**config.mk**
```make
export PLATFORM = sky130hd
export DESIGN_NAME = buzzer_scheduler
export DESIGN_NICKNAME = d
export VERILOG_FILES = /design/src/rtl/buzzer_pkg.sv /design/src/rtl/buzzer_scheduler_if.sv /design/src/rtl/melody_rom.sv /design/src/rtl/buzzer_scheduler.sv
export SDC_FILE = /design/constraint.sdc
export NUM_CORES = 1
export LEC_CHECK = 0
export ABC_AREA = 1
export BUFFER_PORTS_ARGS = -buffer_cell sky130_fd_sc_hd__clkbuf_2
export CORE_MARGIN = 3
export CORE_UTILIZATION = 25
export DETAILED_ROUTE_END_ITERATION = 6
export PLACE_DENSITY = 0.41
export SETUP_SLACK_MARGIN = 0.3
export SLEW_MARGIN = 20
export SYNTH_ARGS = -nofsm -noshare
export SYNTH_HDL_FRONTEND = slang
export SYNTH_SLANG_ARGS = --single-unit
```
**constraint.sdc**
```tcl
create_clock -name clk -period 2.71 [get_ports clk]
set_input_delay 0.6775 -clock clk [delete_from_list [all_inputs] [get_ports clk]]
set_output_delay 0.6775 -clock clk [all_outputs]
set_load 0.05 [all_outputs]
```
**src/rtl/buzzer_pkg.sv**
```systemverilog
// Shared constants for the buzzer scheduler: tone divisors, note codes,
// song base addresses, requester indices and ROM word layout.
package buzzer_pkg;

  localparam int REQ_CLICK = 0;
  localparam int REQ_CHIME = 1;
  localparam int REQ_ALARM = 2;

  localparam logic [3:0] NOTE_REST = 4'd0;
  localparam logic [3:0] NOTE_M1   = 4'd8;
  localparam logic [3:0] NOTE_M3   = 4'd10;
  localparam logic [3:0] NOTE_M5   = 4'd12;
  localparam logic [3:0] NOTE_END  = 4'd15;

  localparam logic [5:0] BASE_CLICK = 6'd0;
  localparam logic [5:0] BASE_CHIME = 6'd8;
  localparam logic [5:0] BASE_ALARM = 6'd16;

  localparam logic [17:0] L_1 = 18'd127552;
  localparam logic [17:0] L_2 = 18'd113636;
  localparam logic [17:0] L_3 = 18'd101236;
  localparam logic [17:0] L_4 = 18'd95548;
  localparam logic [17:0] L_5 = 18'd85136;
  localparam logic [17:0] L_6 = 18'd75838;
  localparam logic [17:0] L_7 = 18'd67567;
  localparam logic [17:0] M_1 = 18'd63776;
  localparam logic [17:0] M_2 = 18'd56818;
  localparam logic [17:0] M_3 = 18'd50607;
  localparam logic [17:0] M_4 = 18'd47778;
  localparam logic [17:0] M_5 = 18'd42553;
  localparam logic [17:0] M_6 = 18'd37936;
  localparam logic [17:0] M_7 = 18'd33783;

  typedef struct packed {
    logic [3:0] code;
    logic [1:0] rsvd;
    logic [1:0] beats_m1;
  } rom_word_t;

  function automatic logic [7:0] make_word(input logic [3:0] code, input logic [1:0] beats_m1);
    return {code, 2'b00, beats_m1};
  endfunction

  // Rest and END both map to silence.
  function automatic logic [17:0] note_div(input logic [3:0] code);
    logic [17:0] div;
    case (code)
      NOTE_REST: div = 18'd0;
      4'd1:      div = L_1;
      4'd2:      div = L_2;
      4'd3:      div = L_3;
      4'd4:      div = L_4;
      4'd5:      div = L_5;
      4'd6:      div = L_6;
      4'd7:      div = L_7;
      4'd8:      div = M_1;
      4'd9:      div = M_2;
      4'd10:     div = M_3;
      4'd11:     div = M_4;
      4'd12:     div = M_5;
      4'd13:     div = M_6;
      4'd14:     div = M_7;
      default:   div = 18'd0;
    endcase
    return div;
  endfunction

  function automatic logic [5:0] song_base(input logic [2:0] grant_oh);
    logic [5:0] base;
    if (grant_oh[REQ_ALARM])      base = BASE_ALARM;
    else if (grant_oh[REQ_CHIME]) base = BASE_CHIME;
    else                          base = BASE_CLICK;
    return base;
  endfunction

endpackage

```
**src/rtl/buzzer_scheduler_if.sv**
```systemverilog
// Melody ROM read port: the scheduler drives the address, the ROM returns
// the registered word one edge later.
interface buzzer_scheduler_if;
  logic [5:0] addr;
  logic [7:0] data;

  modport master (output addr, input data);
  modport slave  (input addr, output data);
endinterface

```
**src/rtl/melody_rom.sv**
```systemverilog
// 64x8 synchronous-read song table. Unused locations read as END so a
// runaway address always terminates the melody.
module melody_rom
  import buzzer_pkg::*;
(
  input  logic                clk,
  input  logic                rst_n,
  buzzer_scheduler_if.slave   bus
);

  logic [7:0] data_d;
  logic [7:0] data_q;

  always_comb begin
    data_d = make_word(NOTE_END, 2'd0);
    case (bus.addr)
      6'd0:    data_d = make_word(NOTE_M5, 2'd0);
      6'd1:    data_d = make_word(NOTE_END, 2'd0);
      6'd8:    data_d = make_word(NOTE_M1, 2'd0);
      6'd9:    data_d = make_word(NOTE_M3, 2'd0);
      6'd10:   data_d = make_word(NOTE_M5, 2'd1);
      6'd11:   data_d = make_word(NOTE_END, 2'd0);
      6'd16:   data_d = make_word(NOTE_M5, 2'd1);
      6'd17:   data_d = make_word(NOTE_REST, 2'd0);
      6'd18:   data_d = make_word(NOTE_M5, 2'd0);
      6'd19:   data_d = make_word(NOTE_M1, 2'd0);
      6'd20:   data_d = make_word(NOTE_END, 2'd0);
      default: data_d = make_word(NOTE_END, 2'd0);
    endcase
  end

  always_ff @(posedge clk or negedge rst_n) begin
    if (!rst_n) data_q <= '0;
    else        data_q <= data_d;
  end

  assign bus.data = data_q;

endmodule

```
**src/rtl/buzzer_scheduler.sv**
```systemverilog
// Arbitrates the buzzer between click, chime and alarm and plays the
// winner's melody note by note, driving the tone generator divisor.
module buzzer_scheduler
  import buzzer_pkg::*;
#(
  parameter int BEAT_CYCLES  = 25000000,
  parameter int GAP_CYCLES   = 2500000,
  parameter int ALARM_REPEAT = 3,
  parameter int DIV_W        = 18
) (
  input  logic             clk,
  input  logic             rst_n,
  input  logic [2:0]       req,
  input  logic             stop,
  output logic [2:0]       grant,
  output logic [DIV_W-1:0] tone_div,
  output logic             busy,
  output logic             done
);

  localparam logic [2:0] S_IDLE  = 3'd0;
  localparam logic [2:0] S_FETCH = 3'd1;
  localparam logic [2:0] S_PLAY  = 3'd2;
  localparam logic [2:0] S_GAP   = 3'd3;
  localparam logic [2:0] S_DONE  = 3'd4;

  localparam logic [27:0] BEAT_LEN = 28'(BEAT_CYCLES);
  localparam logic [27:0] GAP_LEN  = (GAP_CYCLES > 0) ? 28'(GAP_CYCLES - 1) : 28'd0;
  localparam logic [7:0]  REP_LAST = (ALARM_REPEAT > 0) ? 8'(ALARM_REPEAT - 1) : 8'd0;

  logic [2:0]       state_d, state_q;
  logic [2:0]       grant_d, grant_q;
  logic [2:0]       pending_d, pending_q;
  logic [5:0]       addr_d, addr_q;
  logic [27:0]      cnt_d, cnt_q;
  logic [DIV_W-1:0] tone_d, tone_q;
  logic [7:0]       rep_d, rep_q;

  logic [2:0] top_pending;
  logic [2:0] take;
  logic       preempt;
  logic       boundary;
  rom_word_t  word;
  logic       rsvd_unused;

  buzzer_scheduler_if rom_if ();

  melody_rom u_rom (
    .clk   (clk),
    .rst_n (rst_n),
    .bus   (rom_if)
  );

  // The ROM samples the next address so its output is valid in FETCH.
  assign rom_if.addr = addr_d;
  assign word        = rom_word_t'(rom_if.data);
  assign rsvd_unused = ^word.rsvd;

  always_comb begin
    top_pending = 3'b000;
    if (pending_q[REQ_ALARM])      top_pending[REQ_ALARM] = 1'b1;
    else if (pending_q[REQ_CHIME]) top_pending[REQ_CHIME] = 1'b1;
    else if (pending_q[REQ_CLICK]) top_pending[REQ_CLICK] = 1'b1;
  end

  assign preempt = (grant_q[REQ_CLICK] & (pending_q[REQ_CHIME] | pending_q[REQ_ALARM]))
                 | (grant_q[REQ_CHIME] & pending_q[REQ_ALARM]);

  always_comb begin
    state_d  = state_q;
    grant_d  = grant_q;
    addr_d   = addr_q;
    cnt_d    = cnt_q;
    tone_d   = tone_q;
    rep_d    = rep_q;
    take     = 3'b000;
    boundary = 1'b0;

    case (state_q)
      S_IDLE: begin
        if (|pending_q) begin
          take    = top_pending;
          grant_d = top_pending;
          addr_d  = song_base(top_pending);
          rep_d   = '0;
          state_d = S_FETCH;
        end
      end
      S_FETCH: begin
        if (word.code == NOTE_END) begin
          if (grant_q[REQ_ALARM] && (rep_q < REP_LAST)) begin
            rep_d  = rep_q + 8'd1;
            addr_d = song_base(grant_q);
          end else begin
            rep_d   = '0;
            grant_d = '0;
            tone_d  = '0;
            state_d = S_DONE;
          end
        end else begin
          tone_d  = DIV_W'(note_div(word.code));
          cnt_d   = (28'(word.beats_m1) + 28'd1) * BEAT_LEN - 28'd1;
          addr_d  = addr_q + 6'd1;
          state_d = S_PLAY;
        end
      end
      S_PLAY: begin
        if (cnt_q != 28'd0) begin
          cnt_d = cnt_q - 28'd1;
        end else if (GAP_CYCLES > 0) begin
          tone_d  = '0;
          cnt_d   = GAP_LEN;
          state_d = S_GAP;
        end else begin
          boundary = 1'b1;
        end
      end
      S_GAP: begin
        if (cnt_q != 28'd0) cnt_d = cnt_q - 28'd1;
        else                boundary = 1'b1;
      end
      S_DONE: begin
        state_d = S_IDLE;
      end
      default: begin
        state_d = S_IDLE;
      end
    endcase

    // Note boundary: a higher-priority pending song discards the current one.
    if (boundary) begin
      state_d = S_FETCH;
      if (preempt) begin
        take    = top_pending;
        grant_d = top_pending;
        addr_d  = song_base(top_pending);
        rep_d   = '0;
        tone_d  = '0;
      end
    end

    pending_d = (pending_q | (req & ~grant_q)) & ~take;

    if (stop) begin
      state_d   = S_IDLE;
      grant_d   = '0;
      tone_d    = '0;
      rep_d     = '0;
      pending_d = '0;
    end
  end

  always_ff @(posedge clk or negedge rst_n) begin
    if (!rst_n) begin
      state_q   <= S_IDLE;
      grant_q   <= '0;
      pending_q <= '0;
      addr_q    <= '0;
      cnt_q     <= '0;
      tone_q    <= '0;
      rep_q     <= '0;
    end else begin
      state_q   <= state_d;
      grant_q   <= grant_d;
      pending_q <= pending_d;
      addr_q    <= addr_d;
      cnt_q     <= cnt_d;
      tone_q    <= tone_d;
      rep_q     <= rep_d;
    end
  end

  assign grant    = grant_q;
  assign tone_div = tone_q;
  assign busy     = (state_q != S_IDLE);
  assign done     = (state_q == S_DONE);

endmodule

```
==> run metrics <==
CTS buffer count=9; WL/cell=14.6 um; total negative setup slack=0 ns; number of global-route vias before repair=4317; number of synthesized flops with an enable pin=0; GRT Total Usage=13.6%; Placed Area=0.00506 mm^2; Clk pwr share=19.3%; drt via density=4.77; FFs w/ async S/R, synth=100%; share of the synthesized area in the top cell type=39.8%; sequential share of power=26.9%; Core Footprint=0.0181 mm^2; die area=0.0203 mm^2; Slew Viols, Final=0; area delta synth->final=16.4%; Max FO, Critical Path=9; Tcrit/Tclk final=83.4%; VDD IR-drop max=0.000473 V; DRC=0; Most used DFF post-synth=dfrtp_1; H-tree levels=3; ANT cells=0; Post-synth top cells=nand2_1, nor2_1, dfrtp_1, inv_1, a21oi_1; top-level I/O count=29; FF/Latch Area=0.00185 mm^2; worst slew pin tran=0.527 ns; largest net degree at the start of global routing=40; Vias=4279; Yosys reg bits=74; syn avg cell area=7.38 um^2; Die Width=142 um; max cap viols=0; Buf+Inv Stages, Crit Path=2; DRT iter0 DRCs=210; DP Wirelength=9750 um; Max-slew headroom=64.9%; Crit. End Element=flop; Skew-Pair Late Insertion Delay=0.35 ns; post-placement cell count=880; CP Class=reg -> reg; Comb pwr share=53.8%; die height=142 um; initial antenna violation count=0; Setup crit start kind=flop; Pint=3.22 mW; # fillers=1913; Distinct cells, synth=47; CP peak stage delay=0.47 ns; Final WS setup=0.450 ns; setup violators final=0; multi-input logic area=0.00244 mm^2; register area share after synthesis=39.8%; HP Class=in -> async; synth top area cells=dfrtp_1, nand2_1, nor2_1, inv_1, a21oi_1; Post-CTS Hold Buffers=0; area leader, netlist=dfrtp_1; Yosys warnings=0; Pre-antenna DRT Iters=4; Syn Inst Count=630; ratio of cells with drive above 1 in the final layout=15.7%; Tmin final=2.26 ns; Critical-path top delay cell=dfrtp_2; Leak Pwr=2.43 nW; final instance area=0.00541 mm^2; TritonCTS clock tree=yes; IO Port Bufs=28; Nets=681; CTS max path bufs=2; synthesized area=0.00465 mm^2; DRT antenna net count=0; Fin Hold WS=0.315 ns; R2R setup slack=0.45 ns; clk root buf=clkbuf_16; clk_skew=0.0116 ns; DP Worst Slack=0.289 ns; clk slew on worst S/H paths=0.06 ns; final WL=13100 um; GRT overflow=0; Initial Util=25.7%; Top delay family on crit path=simple AND/OR/NAND/NOR gates; routability cong.=0.822; worst-path cell chain=ha_1, nand3_2, clkinvlp_4, nor2_4, or2_2, nand3_2, nand2_2, inv_1, nand2_1, nand2_1, o21ai_1; most frequent cell after synthesis=nand2_1; num rows=49; Switch Pwr=3.34 mW; Fmax=442 MHz; outcome=finished clean; Cell Count, Final, Fillers Out=898; Sw Ratio=50.9%; worst path arrival time=2.53 ns; clk sink count=74; Post-Syn Nets=647; first-pass GRT wire length=22000 um; RSZ-0062 raised after global routing=false; Fin. Hold Viols=0; WP data required=2.98 ns; P per Cell Area=1210 mW/mm^2
per-stage QoR:
step	util (%)	power [mW]
6_report	29.9	6.55
5_1_grt	29.9	7.12
4_1_cts	29.7	6.58
3_5_place_dp	28.0	5.26
3_3_place_gp	28.0	5.26
2_1_floorplan	-	4.37
repair_timing:
item | in CTS | in global routing
endpoints found under the hold margin | 0 | 0
setup buffers | 0 | 2
setup endpoints to repair | 2 | 32
pin swaps | 0 | 1
gates resized for setup | 2 | 5
gates cloned | 0 | 0
path summary, 6_finish.rpt:
path	depth (start not counted)	end	start
setup reg to reg	11	u_rom.bus.data[5]	u_rom.bus.data[4]
min in group clk	2	tone_div[17]	tone_div[17]
setup / recovery	11	u_rom.bus.data[5]	u_rom.bus.data[4]
max in group asynchronous	2	u_rom.bus.data[5]	rst_n
hold / removal	1	cnt_q[5]	rst_n
hold reg to reg	2	tone_div[17]	tone_div[17]
power groups by stage:
stage | Clock [mW] | Combinational [mW] | Sequential, mW
3_3_place_gp | 0 | 3.48 | 1.78
5_1_grt | 1.34 | 3.96 | 1.81
4_1_cts | 1.30 | 3.52 | 1.76
3_5_place_dp | 0 | 3.48 | 1.78
6_report | 1.26 | 3.53 | 1.76
2_1_floorplan | 0 | 2.33 | 2.04
per-layer routing:
layer / global-route usage, % / up-vias / part of all wire [%]
met5: 0 / - / 0
met4: 4.00 / 0 / 1.5
met3: 2.59 / 13 / 2.4
met2: 23.3 / 53 / 49
met1: 17.3 / 2063 / 47
li1: - / 2150 / -
flip-flops by register name, summed over array words and instances, names as in the netlist:
register	flops
pending_q	3
u_rom.bus.data	5
rep_q	8
tone_div	18
state_q	3
cnt_q	28
addr_q	6
grant	3
final cells by class:
cell class | count | share of cell area, %
clock buffers | 10 | 4.42
clock inverters | 6 | 1.34
inverters | 77 | 5.46
multi-input cells | 465 | 45.1
flip-flops and latches | 74 | 34.3
well taps | 229 | 5.30
repair buffers | 37 | 4.12
placed cells by master (no fill, tap or decap), types with 3 or more instances in the layout:
master	count
inv_2	12
clkbuf_2	27
nor3_1	15
o21ai_1	8
nand3_2	5
nor2_1	107
nor2_2	5
nand2_2	8
ha_1	11
a31oi_1	6
nor2_4	5
nand4_1	5
clkinvlp_4	4
a211oi_1	6
nand3_1	37
a21oi_1	41
buf_4	9
o21ai_0	26
a32oi_1	5
xor2_1	8
a22oi_1	12
clkbuf_16	9
inv_1	63
nand2_4	4
xnor2_1	3
nand2_1	122
dfrtp_1	72
worst reg2reg max path, stage by stage, from the launching register on:
cell        delay (ns)
dfrtp_2           0.47
ha_1              0.27
nand3_2           0.18
clkinvlp_4        0.21
nor2_4            0.28
or2_2             0.17
nand3_2           0.13
nand2_2           0.14
inv_1             0.05
nand2_1           0.09
nand2_1           0.08
o21ai_1           0.12
cell families (layout without fill, tap and decap cells):
group	after synthesis	in the layout	share of synthesized area, %
xor gates and xnor gates	11	11	2.07
buffers and inverters	91	130	8.13
AOI/OAI and AO/OA	118	118	15.2
adders and majority gates	11	11	2.96
and+or+nand+nor	325	325	31.8
DFF	74	74	39.8
No activity file was read; power rests on OpenSTA's default activity.
